**config.mk**
```make
export PLATFORM = sky130hd
export DESIGN_NAME = bcd1_counter
export DESIGN_NICKNAME = d
export VERILOG_FILES = /design/src/rtl/bcd_pkg.sv /design/src/rtl/bcd1_counter.sv
export SDC_FILE = /design/constraint.sdc
export NUM_CORES = 1
export LEC_CHECK = 0
export ABC_AREA = 1
export CAP_MARGIN = 30
export CORE_AREA = 2 2 39 41
export CTS_CLUSTER_DIAMETER = 30
export DETAILED_ROUTE_END_ITERATION = 6
export DIE_AREA = 0 0 41 43
export SETUP_SLACK_MARGIN = 0.3
export SYNTH_ARGS = -nofsm -noshare
export SYNTH_HDL_FRONTEND = slang
export SYNTH_SLANG_ARGS = --single-unit
```
**constraint.sdc**
```tcl
create_clock -name clk -period 1.8 [get_ports clk]
set_input_delay 0.36 -clock clk [delete_from_list [all_inputs] [get_ports clk]]
set_output_delay 0.36 -clock clk [all_outputs]
set_load 0.005 [all_outputs]
```
**src/rtl/bcd_pkg.sv**
```systemverilog
// Shared definitions for the BCD digit cells.
package bcd_pkg;

  localparam int BCD_W = 4;

  typedef logic [BCD_W-1:0] bcd_digit_t;

  localparam bcd_digit_t BCD_MAX = 4'd9;

endpackage : bcd_pkg

```
**src/rtl/bcd1_counter.sv**
```systemverilog
// Single BCD digit up-counter (0..9) with count enable and synchronous
// active-low clear. Codes 10..15 are unreachable after reset; if they ever
// appear, an enabled edge folds them back to 0 and a disabled edge holds them.
module bcd1_counter
  import bcd_pkg::*;
(
  input  logic             clk,
  input  logic             reset,
  input  logic             x,
  output logic [BCD_W-1:0] out
);

  bcd_digit_t out_q;
  bcd_digit_t out_d;

  // Next digit: hold when disabled, wrap at 9 (and on any illegal code), else +1.
  always_comb begin
    out_d = out_q;
    if (x) begin
      if (out_q >= BCD_MAX) begin
        out_d = '0;
      end else begin
        out_d = out_q + 4'd1;
      end
    end
  end

  // Digit register; clear has priority over the enable.
  always_ff @(posedge clk) begin
    if (!reset) begin
      out_q <= '0;
    end else begin
      out_q <= out_d;
    end
  end

  assign out = out_q;

endmodule : bcd1_counter

```
==> metrics list, run 1 <==
- The number of nets handed over by synthesis was 38.
- TritonCTS built the clock tree.
* Share of cells above drive strength 1: 0.195
* Portion of synthesized cell area occupied by the leading cell type: 0.354
- Setup repair after global routing could not meet its margin everywhere.
- Avg WL per Cell: 7.77 um
- The cell family contributing the most delay on the critical path is buffers and inverters.
* Initial standard-cell utilization of the core: 0.164
- Static Leakage: 0.000144 uW
- Number of port buffers: 6
- GRT Residual Overflow: 0
* Worst-case vdd ir drop: 0.352 mV
* Flip-flop count of the largest register, all copies and words added: 4
- Outcome: finished clean
* Gate count after technology mapping: 32
- Clock transition at the register clock pins on the worst setup and hold paths after CTS: 0.04 ns
- STA classifies the critical path endpoint as an output pin.
- In this run the worst path has a maximum fanout of 6.
* Aggregate global-route resource usage: 0.0693
- Register area share after synthesis: 0.354
* Library cell occupying the most area in the post-synthesis netlist: sky130_fd_sc_hd__dfxtp_1
- Number of antenna violations at the first check in global routing: 0
- Clock tree skew after final layout: 0.00270 ns
* Residual DRC count: 0
- Last weighted congestion value of the routability-driven placer: 0.675
- Synthesis-to-finish area growth: 48.6%
- The worst setup path is launched from a register.
- Die outline area: 1760 sq um
- Buffers added to address setup during post-CTS repair amount to 0.
- Clock tree synthesis selected as its root buffer the cell sky130_fd_sc_hd__clkbuf_4.
- The critical path goes through clkdlybuf4s50_1.
* Ant diodes: 0
- Number of buffers created by CTS: 3
- For the worst setup path, the data arrival time is 1.11 ns.
* Total of warnings raised by yosys: 0
- The number of buffers and inverters on the critical path is 1.
- At the pin with the least slew margin, the transition time is 0.250 ns.
- After the first detailed-routing iteration, the DRC count stood at 0.
- The worst register-to-register path has a setup slack of 0.73 ns.
- Final Critical Period: 1.47 ns
- Final Hold Violating Endpoints: 0
- Entering global routing, the biggest net connects 7 pins.
* Xor and xnor fraction of the mapped netlist area: 0.0773
- Vias/cell: 3.72
* Number of sinks handled by clock tree synthesis: 4
* Clock latency reported for the late side of the worst-skew pair: 0.23 ns
- Final routed wirelength across all metal layers: 443 um
* Dpl cells: 54
- Cell Rows: 14
* Power per Cell Area: 750 nW/um^2
- The number of different library cells used by synthesis comes to 10.
- Synth Area in Compound Gates: 0.0442
- Vias in the first global route: 190
* H-tree depth reported by CTS: 1
* Number of non-filler instances in the completed layout: 57
- Sum Neg Setup Slack: 0 ns
- Largest family of logic cells by synthesized area: simple AND/OR/NAND/NOR gates
* Maximum cell stage delay along the critical path: 0.51 ns
* Cell area after synthesis: 226 sq um
* Post-route fraction of the period consumed by the critical path: 0.816
- Measured against the total synthesized area, the mux share comes to 0.
* Core ar.: 1380 sq um
- In this run the worst hold path is classified as register to register.
- Of the total synthesized cell area, the portion taken by AND, OR, NAND and NOR gates is 0.276.
* Mean post-synth cell area: 7.08 sq um
- The number of max-slew violations in the final report came to 0.
- In the final design database the tool counted 49 nets.
- Global-route wire length before repair: 779 um
* Number of synthesized register bits: 4
- Top Ports: 7
- The slowest stage of the critical path belongs to the cell sky130_fd_sc_hd__clkdlybuf4s50_1.
- Critical Setup Path Class: register to output pin
- Max-Cap Viols: 0
- Worst relative slew slack: 0.833
* Vertical die dimension: 43 um
* Largest cells by area after synthesis: sky130_fd_sc_hd__dfxtp_1, sky130_fd_sc_hd__ha_1, sky130_fd_sc_hd__nand2_1, sky130_fd_sc_hd__nor2_1, sky130_fd_sc_hd__inv_1
* Initial DRT Pass Iterations: 1
- In this run the horizontal extent of the chip is 41 um.
* Final setup violation count: 0
- Maximum clock frequency: 681 MHz
* Maximum clock insertion buffer count: 2
- The count of nets left with antenna violations once routing finished came out at 0.
* Required time at the worst-slack endpoint: 1.44 ns
- Of the total synthesized cell area, the portion taken by full adders, half adders and majority gates is 0.166.
- The final route contains 212 vias.
[layout by cell type (no fill, tap or decap), drive strengths merged]
master	instances
clkbuf	3
clkdlybuf4s50	6
dfxtp	4
ha	3
inv	5
nand2	10
nor2	6
o21ai	2
xnor2	1
xor2	1
[power breakdown]
part,total [uW],switching [uW],internal (uW)
Clock,108,33.7,74.4
Sequential,104,8.52,95.5
Combinational,40.3,17.1,23.2
[metrics by stage]
stage	setup slack (ns)	instance area (sq um)	hold WS (ns)	util	power, uW
after detailed placement	0.326	307	0.551	0.222	145
after CTS	0.279	333	0.544	0.241	262
final	0.332	337	0.525	0.243	252
after global placement	0.348	307	0.534	0.222	145
after floorplan	0.729	226	0.519	-	124
after global routing	0.277	337	0.570	0.243	276
[cell usage after synthesis]
| cell type | number |
|---|---|
| sky130_fd_sc_hd__nand2_1 | 9 |
| sky130_fd_sc_hd__nor2_1 | 6 |
| sky130_fd_sc_hd__inv_1 | 5 |
| sky130_fd_sc_hd__dfxtp_1 | 4 |
| sky130_fd_sc_hd__ha_1 | 3 |
| sky130_fd_sc_hd__nand2_2 | 1 |
| sky130_fd_sc_hd__o21ai_0 | 1 |
| sky130_fd_sc_hd__o21ai_1 | 1 |
| sky130_fd_sc_hd__xnor2_1 | 1 |
| sky130_fd_sc_hd__xor2_1 | 1 |
[worst paths after layout]
kind | startpoint | to | cells after the start
setup / recovery | out[0]$_SDFFE_PN0P_ | out[0] | 1
setup reg to reg | out[1]$_SDFFE_PN0P_ | out[3]$_SDFFE_PN0P_ | 7
hold reg to reg | out[3]$_SDFFE_PN0P_ | out[3]$_SDFFE_PN0P_ | 3
hold / removal | out[3]$_SDFFE_PN0P_ | out[3]$_SDFFE_PN0P_ | 3
[layout make-up]
class	count	area, sq um
inverter	5	18.8
tap	16	20.0
fill	159	1050
multi-input combinational	23	128
timing repair buffer	6	60.1
clock buffer	3	22.5
sequential	4	87.6
[layer usage]
layer	vias to the layer above	track usage	wire, um
li1	115	-	-
met1	88	0.0903	215
met2	9	0.0781	161
met3	0	0.0838	66
met4	0	0	0
met5	-	0	0
[cell families after synthesis]
family,count (synthesis)
simple gates,16
buf+inv,5
flops,4
fa+ha+maj,3
compound gates,2
xor+xnor,2
[timing repair]
item | 4_1_cts | 5_1_grt
resized for setup | 3 | 2
hold buffers | 0 | 0
cloned | 0 | 0
endpoints found under the setup margin | 3 | 2
pin swaps | 0 | 0
Note: power is estimated with default switching activity, not from simulation.
==> inputs of run 2 (changes only) <==
==> constraint.sdc (replaced) <==
create_clock -name clk -period 1.2 [get_ports clk]
set_input_delay 0.24 -clock clk [delete_from_list [all_inputs] [get_ports clk]]
set_output_delay 0.24 -clock clk [all_outputs]
set_load 0.005 [all_outputs]
==> metrics list, run 2 (same netlist as run 1, synthesis figures left out) <==
- Via Count: 236
- The number of clock buffers added by TritonCTS is 3.
- The floorplan step defined a die boundary enclosing 1760 sq um.
- Maximum clock insertion buffer count: 2
* Type of the worst min-delay path: register to register
* Core ar.: 1380 sq um
- RSZ-0062 raised after global routing: true
- Final routed wirelength across all metal layers: 562 um
* Avg WL per Cell: 8.78 um
- Endpoint class of the critical path: register
- Headroom to the max-slew limit came out at 0.866.
- Root buf cell: sky130_fd_sc_hd__clkbuf_4
- Iter 0 DRT Violations: 1
* Max-Cap Viols: 0
- Before CTS, the worst setup slack after placement is -0.0725 ns.
- Vias/cell: 3.69
- The tightest hold path in the finished design has a slack of 0.549 ns.
- The worst-case IR drop observed on VDD is 0.388 mV.
- The number of endpoints with negative hold slack in the final report was 0.
* Final Critical Period: 1.07 ns
* Commonest cells after routing, fill and taps aside: sky130_fd_sc_hd__nand2_1, sky130_fd_sc_hd__nor2_1, sky130_fd_sc_hd__buf_4
- After detailed routing, the number of remaining DRC violations is 0.
- The later pin in the worst-skew pair is clocked with a latency of 0.24 ns.
- Fill count: 167
- In the global route stage, met1 resource usage came out at 0.115.
- H-tree depth reported by CTS: 1
- The number of global-route vias before repair is 195.
- In the global route stage, met2 resource usage came out at 0.0781.
* Critical Setup Path Class: register to register
- Once placement completed, the tool counted placed cells totaling 57.
- Critical Path AT: 1.23 ns
- For met3 alone, demand over resource in global routing was 0.0314.
* Clock tree skew after final layout: 0.00502 ns
* Number of max-slew violations in the final report: 0
- Of the available clock period, the critical path in the final layout requires 0.888.
- The detail route stage leaves a number of antenna-violating nets equal to 0.
- Traced cell by cell, the critical path runs through buf_6, ha_4, nor2_1, nand2_1, nand2_1, nand2_2, nor2_1.
* Most common cell after layout, fill and taps aside: sky130_fd_sc_hd__nand2_1
- Routability-driven placement finished with a final weighted congestion of 0.806.
- Cell Rows: 14
* Number of port buffers: 6
- In this run the register-to-register setup slack is 0.13 ns.
* Global-route wire length before repair: 862 um
- From bottom edge to top edge, the die measures 43 um.
* Clock transition at the register clock pins on the worst setup and hold paths after CTS: 0.04 ns
* Number of non-filler instances in the completed layout: 64
* GRT Residual Overflow: 0
- Based on the critical path, the design can be clocked at up to 938 MHz.
- Setup violations remaining at the end of the flow were counted as 0.
- The slowest stage of the critical path belongs to the cell sky130_fd_sc_hd__dfxtp_4.
- The flow ran to the end, and the final reports show no timing, DRC or antenna violations.
- In this design, the stage delay of the slowest critical-path cell is 0.34 ns.
- The number of antenna violations at the first check in global routing was 0.
- The register with the most flip-flops in the layout has 4 of them.
- CTS tree: yes
* Initial standard-cell utilization of the core: 0.164
* Synthesis-to-finish area growth: 76.2%
* Maximum fanout along the worst path: 4
- Critical path startpoint category: register
- At the worst endpoint, the required time is 1.37 ns.
- For this design, the CTS-stage hold fixing added 0 buffers.
* Actual transition at the worst max-transition pin: 0.200 ns
- Share of cells above drive strength 1: 0.500
* # nets final: 55
- After legalization and detailed placement, the total HPWL measured 373 um.
* Number of sinks handled by clock tree synthesis: 4
* Static Leakage: 0.000187 uW
* Power per Cell Area: 1090 nW/um^2
* Top Ports: 7
* Ant diodes: 0
- Aggregate global-route resource usage: 0.0822
- Entering global routing, the biggest net connects 6 pins.
* Initial DRT Pass Iterations: 2
- The die is 41 um wide.
- met1 is the most crowded layer.
- In the post-route analysis, the smallest setup slack over all paths is 0.134 ns.
-- run 2: cell type report --
type / instances / area [sq um] / area share
flip-flops and latches: 4 / 90.1 / 0.226
repair buffers: 12 / 95.1 / 0.238
multi-input cells: 23 / 149 / 0.373
well taps: 16 / 20.0 / 0.0502
clock buffers: 4 / 26.3 / 0.0658
inverters: 5 / 18.8 / 0.0470
-- run 2: final timing paths --
kind                            start                  end  cells past startpoint
setup reg to reg  out[0]$_SDFFE_PN0P_  out[2]$_SDFFE_PN0P_                      7
hold reg to reg   out[1]$_SDFFE_PN0P_  out[1]$_SDFFE_PN0P_                      2
setup / recovery  out[0]$_SDFFE_PN0P_  out[2]$_SDFFE_PN0P_                      7
hold / removal    out[1]$_SDFFE_PN0P_  out[1]$_SDFFE_PN0P_                      2
-- run 2: power breakdown --
part | switching, uW | internal, uW | total [uW]
Sequential | 9.04 | 142 | 151
Combinational | 43.8 | 53.7 | 97.5
Clock | 62.7 | 125 | 188
-- run 2: worst max-delay path, delay by kind of cell (launching register included) --
| kind | cells | cell delay (ns) |
|---|---|---|
| and+or+nand+nor | 5 | 0.39 |
| buffers and inverters | 1 | 0.13 |
| adders and majority gates | 1 | 0.14 |
| DFF | 1 | 0.34 |
-- run 2: through the flow --
stage	total power (uW)	setup TNS [ns]	utilization	instance area, sq um
after floorplan	190	0	-	234
after global placement	225	-0.184	0.243	337
after detailed placement	227	-0.263	0.243	337
after CTS	439	0	0.281	389
after global routing	470	0	0.288	399
final	437	0	0.288	399
-- run 2: per-layer routing --
metal	up-vias	wire, um
met1	102	266
met5	-	0
met3	2	33
met2	5	253
li1	127	-
met4	0	8
-- run 2: what timing repair did --
item	in CTS	in global routing
buffers inserted	2	1
endpoints found under the setup margin	8	8
gates resized for setup	20	4
pin swaps	7	7
